File: src/rtl/lcd_panel_sequencer.sv
`default_nettype none
// ============================================================================
// Module      : lcd_panel_sequencer
// Description : Power and link sequencer for the LVDS LCD output path.
//               Brings the panel up as VDD -> LVDS link -> backlight and
//               tears it down in reverse, with a programmable dwell per step.
//               An emergency fault drops every enable at once and enforces
//               the minimum VDD-off time before the next power-up.
// Options     : PANEL_SEQ_FRAME_ALIGN_EN - when defined, the backlight is
//               only switched on at a frame_start pulse (frame boundary).
//               When undefined, WAIT_FRAME lasts exactly one cycle and
//               frame_start is unused.
// Revision    : 1.0 - initial release
// ============================================================================
module lcd_panel_sequencer #(
  parameter int T_VDD_TO_LINK = 4,  // VDD on -> link enable (>=1)
  parameter int T_LINK_TO_BL  = 6,  // link enable -> backlight eligible (>=1)
  parameter int T_BL_TO_LINK  = 5,  // backlight off -> link off (>=1)
  parameter int T_LINK_TO_VDD = 3,  // link off -> VDD off (>=1)
  parameter int T_OFF_MIN     = 8,  // minimum VDD-off time (>=1)
  parameter int CW            = 24  // dwell counter width, all T_* < 2^CW
) (
  input  logic       clk,
  input  logic       rst_n,
  input  logic       power_req,
  input  logic       frame_start,
  input  logic       fault,
  output logic       panel_vdd_en,
  output logic       link_en,
  output logic       backlight_en,
  output logic       ready,
  output logic [2:0] state
);

  // Encoding is visible on the debug port, so values are fixed.
  typedef enum logic [2:0] {
    S_OFF        = 3'd0,
    S_VDD_UP     = 3'd1,
    S_LINK_UP    = 3'd2,
    S_WAIT_FRAME = 3'd3,
    S_ON         = 3'd4,
    S_BL_DOWN    = 3'd5,
    S_LINK_DOWN  = 3'd6,
    S_COOL       = 3'd7
  } state_t;

  // Counter reload values: a state with dwell T holds for exactly T edges,
  // so the counter starts at T-1 and the exit happens on the edge where it
  // reads zero.
  localparam logic [CW-1:0] c_LOAD_VDD_TO_LINK = CW'(T_VDD_TO_LINK - 1);
  localparam logic [CW-1:0] c_LOAD_LINK_TO_BL  = CW'(T_LINK_TO_BL - 1);
  localparam logic [CW-1:0] c_LOAD_BL_TO_LINK  = CW'(T_BL_TO_LINK - 1);
  localparam logic [CW-1:0] c_LOAD_LINK_TO_VDD = CW'(T_LINK_TO_VDD - 1);
  localparam logic [CW-1:0] c_LOAD_OFF_MIN     = CW'(T_OFF_MIN - 1);
  localparam logic [CW-1:0] c_ZERO             = '0;
  localparam logic [CW-1:0] c_ONE              = CW'(1);

  state_t        r_state;
  state_t        w_next_state;
  logic [CW-1:0] r_cnt;
  logic [CW-1:0] w_next_cnt;

  logic w_dwell_done;
  logic w_abort;
  logic w_fault_hit;
  logic w_frame_ok;

  logic w_next_vdd;
  logic w_next_link;
  logic w_next_bl;
  logic w_next_ready;

  logic r_vdd;
  logic r_link;
  logic r_bl;
  logic r_ready;

  assign w_dwell_done = (r_cnt == c_ZERO);
  assign w_abort      = ~power_req;

  // Fault is only meaningful while something is powered; in OFF and COOL the
  // panel is already down and the off-time dwell must not be restarted.
  assign w_fault_hit  = fault && (r_state != S_OFF) && (r_state != S_COOL);

`ifdef PANEL_SEQ_FRAME_ALIGN_EN
  assign w_frame_ok = frame_start;
`else
  logic w_unused_frame_start;
  assign w_unused_frame_start = frame_start;
  assign w_frame_ok = 1'b1;
`endif

  // Next-state and dwell counter: fault beats everything, abort beats dwell
  // expiry and frame alignment, dwell expiry advances the sequence.
  always_comb begin
    w_next_state = r_state;
    w_next_cnt   = w_dwell_done ? c_ZERO : (r_cnt - c_ONE);

    if (w_fault_hit) begin
      w_next_state = S_COOL;
      w_next_cnt   = c_LOAD_OFF_MIN;
    end else begin
      case (r_state)
        S_OFF: begin
          if (power_req) begin
            w_next_state = S_VDD_UP;
            w_next_cnt   = c_LOAD_VDD_TO_LINK;
          end
        end
        S_VDD_UP: begin
          if (w_abort) begin
            w_next_state = S_LINK_DOWN;
            w_next_cnt   = c_LOAD_LINK_TO_VDD;
          end else if (w_dwell_done) begin
            w_next_state = S_LINK_UP;
            w_next_cnt   = c_LOAD_LINK_TO_BL;
          end
        end
        S_LINK_UP: begin
          if (w_abort) begin
            w_next_state = S_LINK_DOWN;
            w_next_cnt   = c_LOAD_LINK_TO_VDD;
          end else if (w_dwell_done) begin
            w_next_state = S_WAIT_FRAME;
            w_next_cnt   = c_ZERO;
          end
        end
        S_WAIT_FRAME: begin
          if (w_abort) begin
            w_next_state = S_LINK_DOWN;
            w_next_cnt   = c_LOAD_LINK_TO_VDD;
          end else if (w_frame_ok) begin
            w_next_state = S_ON;
            w_next_cnt   = c_ZERO;
          end
        end
        S_ON: begin
          if (w_abort) begin
            w_next_state = S_BL_DOWN;
            w_next_cnt   = c_LOAD_BL_TO_LINK;
          end
        end
        // Teardown states run to completion; power_req is not looked at.
        S_BL_DOWN: begin
          if (w_dwell_done) begin
            w_next_state = S_LINK_DOWN;
            w_next_cnt   = c_LOAD_LINK_TO_VDD;
          end
        end
        S_LINK_DOWN: begin
          if (w_dwell_done) begin
            w_next_state = S_COOL;
            w_next_cnt   = c_LOAD_OFF_MIN;
          end
        end
        S_COOL: begin
          if (w_dwell_done) begin
            w_next_state = S_OFF;
            w_next_cnt   = c_ZERO;
          end
        end
        default: begin
          w_next_state = S_OFF;
          w_next_cnt   = c_ZERO;
        end
      endcase
    end
  end

  // Output decode from the next state so the registered enables switch on
  // the same edge as the state register.
  always_comb begin
    w_next_vdd   = 1'b0;
    w_next_link  = 1'b0;
    w_next_bl    = 1'b0;
    w_next_ready = 1'b0;
    case (w_next_state)
      S_VDD_UP:     w_next_vdd = 1'b1;
      S_LINK_UP,
      S_WAIT_FRAME,
      S_BL_DOWN: begin
        w_next_vdd  = 1'b1;
        w_next_link = 1'b1;
      end
      S_ON: begin
        w_next_vdd   = 1'b1;
        w_next_link  = 1'b1;
        w_next_bl    = 1'b1;
        w_next_ready = 1'b1;
      end
      S_LINK_DOWN:  w_next_vdd = 1'b1;
      default: begin
        w_next_vdd   = 1'b0;
        w_next_link  = 1'b0;
        w_next_bl    = 1'b0;
        w_next_ready = 1'b0;
      end
    endcase
  end

  // State and dwell counter registers; reset parks the panel in OFF at once.
  always_ff @(posedge clk or negedge rst_n) begin
    if (!rst_n) begin
      r_state <= S_OFF;
      r_cnt   <= c_ZERO;
    end else begin
      r_state <= w_next_state;
      r_cnt   <= w_next_cnt;
    end
  end

  // Registered enables so no input reaches a board pin combinationally.
  always_ff @(posedge clk or negedge rst_n) begin
    if (!rst_n) begin
      r_vdd   <= 1'b0;
      r_link  <= 1'b0;
      r_bl    <= 1'b0;
      r_ready <= 1'b0;
    end else begin
      r_vdd   <= w_next_vdd;
      r_link  <= w_next_link;
      r_bl    <= w_next_bl;
      r_ready <= w_next_ready;
    end
  end

  assign panel_vdd_en = r_vdd;
  assign link_en      = r_link;
  assign backlight_en = r_bl;
  assign ready        = r_ready;
  assign state        = r_state;

endmodule
`default_nettype wire

File: config.mk
export PLATFORM = sky130hd
export DESIGN_NAME = lcd_panel_sequencer
export DESIGN_NICKNAME = d
export VERILOG_FILES = /design/src/rtl/lcd_panel_sequencer.sv
export SDC_FILE = /design/constraint.sdc
export NUM_CORES = 1
export LEC_CHECK = 0
export BUFFER_PORTS_ARGS = -buffer_cell sky130_fd_sc_hd__buf_2
export CAP_MARGIN = 20
export CORE_ASPECT_RATIO = 0.75
export CORE_MARGIN = 1
export CORE_UTILIZATION = 59
export DETAILED_ROUTE_END_ITERATION = 6
export PLACE_DENSITY = 0.78
export RECOVER_POWER = 50
export SLEW_MARGIN = 20
export SYNTH_ARGS = -nofsm -noshare
export SYNTH_HDL_FRONTEND = slang
export SYNTH_SLANG_ARGS = --single-unit
File: constraint.sdc
create_clock -name clk -period 2.2 [get_ports clk]
set_input_delay 0.11 -clock clk [delete_from_list [all_inputs] [get_ports clk]]
set_output_delay 0.11 -clock clk [all_outputs]
set_load 0.01 [all_outputs]
==> results by group <==
Placement
  • IO Port Bufs: 10
  • RePlAce Congestion: 0.992
  • Hpwl dp: 2.62 mm
  • Dpl ws: -0.000867 ns
  • Dpl cell area: 1890 µm²

CTS
  • Clk_lat worst skew: 0.28 ns
  • CTS buffer count: 5
  • CTS clk-pin slew, worst paths: approximately 0.070 ns
  • Post-CTS setup buffers: 0
  • CTS sink cnt: 30
  • CTS root buffer: clkbuf_8
  • H-Tree Depth: 2
  • CTS tree: done
  • Worst-case clock buffer depth: 2

Layout
  • Footprint of the multi-input gates: 952 µm²
  • P&R area growth vs syn: 15.0%
  • Post-route design area: 2030 µm²
  • # fillers: around 210
  • Ant diodes: 0
  • Nets: 223
  • Sequential cell area: 751 µm²
  • Layout cells sized above 1: 0.165
  • Core Util, Final: 0.745

Yosys
  • Commonest cells in the netlist: nor2_1, dfrtp_1, nor3_1, xnor2_1, a21oi_1
  • Yosys warns: 0
  • Register bit total from synthesis: 30
  • Post-synth EDFFs: 0
  • Netlist cell types: 44
  • Post-synthesis mux area share: 0.00639
  • Post-synth net total: approximately 210
  • Top FF cell, synth: dfrtp_1
  • Post-synthesis simple-gate area fraction: 0.265
  • XOR/XNOR Fraction of Synth Area: 0.0994
  • Avg Cell Area, Syn: 8.81 µm²
  • Adder-cell share of the synthesized area: 0.0128
  • Async SR Flop Fraction: 1.00
  • Top-count cell post-synth: nor2_1
  • Compound-Gate Fraction of Synth Area: 0.142
  • Post-synth top area cell: dfrtp_1
  • Post-synthesis sequential area ratio: 0.426
  • Area contributors post-synth: dfrtp_1, nor2_1, xnor2_1
  • Post-synth top area share: 0.426
  • Largest family of logic cells by synthesized area: simple AND/OR/NAND/NOR gates
  • Cell Area, Synth: 1760 µm²
  • Post-Synthesis Cells: 200

Global route
  • Pin count of the biggest net entering global routing: 31
  • Total global routing overflow: 0
  • Gr usage total: 0.267
  • Global-route wire length before repair: approximately 6.5 mm
  • Number of global-route vias before repair: 1394
  • Antenna violations before repair: 0

Floorplanning
  • Starting Density: 0.648
  • IO Count: 12
  • Die span in y: between 40 and 50 µm
  • # rows: 16
  • Die width: 65.1 µm
  • Core area: 2720 µm²
  • Die area: 3210 µm²

Pwr
  • Leakage: 0.000854 µW
  • Maximum VDD drop: 0.651 mV
  • Power Dens Cells: 1150 nW/µm²

Route
  • Antenna-violating nets left: 0
  • Drt drc: 0
  • DR iter-0 viols: 126
  • Detailed Routing Iterations Pass 1: 4
  • Final wirelength: 3.75 mm
  • Via count: 1524
  • WL/cell: 14.8 µm
  • Vias per cell: about 6.0

Job
  • Max-cap violations: 1

Critical path
  • Critical path depth: 5
  • WP buf/inv: 0
  • CP Capture Type: flip-flop
  • Worst R2R Setup Slack: approximately 0.075 ns
  • Crit path arrival time: 2.29 ns
  • Startpoint Class: flip-flop
  • WS Path Type: reg2reg
  • Worst path top cell family by delay: simple AND/OR/NAND/NOR gates
  • Slowest-stage cell, CP: or4_1
  • CP Launch Point: r_cnt[3]
  • RR Endpoint: r_cnt[13]
  • Largest stage delay on the critical path: 0.61 ns
  • CP max FO: 4
  • Crit path required time: 2.36 ns
  • Reg-to-reg startpoint: r_cnt[3]
  • CP Capture Point: r_cnt[13]
  • Crit-path cells: or4_1 -> or4_4 -> nand2b_1 -> o31ai_1 -> a21oi_1
  • R2R depth: 5

Timing
  • Fmax: 0.471 GHz
  • Final Hold Vio Count: 0
  • Layout Skew: 0.00717 ns
  • Crit share post-route: 0.966
  • Final Critical Period: 2.13 ns
  • RSZ-0062 raised after global routing: no
  • Final WS setup: 0.0748 ns
  • Final setup viols: 0
  • Worst Tran Pin Value: 1.58 ns
  • Final Max Slew Viols: 31
  • Slew HR: -0.0503

Min path
  • Hold WC Path Type: in2reg

Outcome
  • Failing checks: capacitance limit, slew limit
  • Outcome: finished with violations
worst min-delay path by stage:
stage	from	to	slack, ns	depth (start not counted)
after global placement	rst_n	state[2]	0.16	1
after CTS	fault	state[0]	0.23	2
after floorplan	rst_n	link_en	-0.19	0
after detailed placement	rst_n	state[2]	0.18	1
final	fault	state[0]	0.25	2
after global routing	fault	state[0]	0.25	2
power breakdown:
part / internal (µW) / leakage [µW] / switching [µW]
Clock: 333 / 0.0000579 / 201
Combinational: 407 / 0.000420 / 423
Sequential: 750 / 0.000376 / 218
registers in the layout, indices dropped and copies added (netlist names):
| register | cells |
|---|---|
| link_en | 1 |
| panel_vdd_en | 1 |
| r_cnt | 24 |
| ready | 1 |
| state | 3 |
cells by family after synthesis:
| family | Yosys count |
|---|---|
| compound gates | 38 |
| xor+xnor | 20 |
| buf+inv | 17 |
| flops | 30 |
| simple gates | 92 |
| mux | 1 |
| fa+ha+maj | 2 |
per-layer routing:
metal	up-vias	share of wire	track usage
li1	735	-	-
met1	743	0.51	0.412
met2	41	0.44	0.375
met3	5	0.046	0.0631
met4	0	0.0075	0.0652
met5	-	0	0
worst register-to-register path: stages (launching register included):
cell      delay, ns
dfrtp_1        0.41
or4_1          0.61
or4_4          0.46
nand2b_1       0.19
o31ai_1        0.23
a21oi_1        0.10
layout by cell type, fill, tap and decap left out, types with 3 or more instances in the layout:
cell type / n
nor2b_1: 5
buf_2: 5
a2bb2oi_1: 3
clkbuf_1: 5
inv_1: 4
nand2b_1: 3
dfrtp_1: 30
nor2_1: 37
nand2_1: 9
nor3_1: 15
buf_4: 11
nand3_1: 3
xnor2_1: 15
xor2_1: 5
nor4_1: 7
a21oi_1: 10
clkbuf_8: 5
o21ai_0: 7
stage by stage:
step | std cells | TNS (ns) | power (µW) | hold WS [ns]
after floorplan | 200 | 0 | 1500 | -0.186
after global placement | 245 | 0 | 1700 | 0.159
after detailed placement | 245 | -0.000867 | 1750 | 0.179
after CTS | 254 | 0 | 2300 | 0.229
after global routing | 254 | 0 | 2490 | 0.254
final | 254 | 0 | 2330 | 0.248
cell type report:
| type | count | share of cell area |
|---|---|---|
| Inverter | 4 | 0.00740 |
| Clock buffer | 5 | 0.0339 |
| Tap cell | 36 | 0.0222 |
| Timing Repair Buffer | 23 | 0.0771 |
| Clock inverter | 3 | 0.0197 |
| Multi-Input combinational cell | 153 | 0.469 |
| Sequential cell | 30 | 0.370 |
timing repair:
item | 4_1_cts | 5_1_grt
pin swaps | 0 | 1
setup endpoints to repair | 22 | 25
endpoints found under the hold margin | 30 | 0
resized for setup | 1 | 5
hold buffers | 1 | 0
No activity file was read; power rests on OpenSTA's default activity.
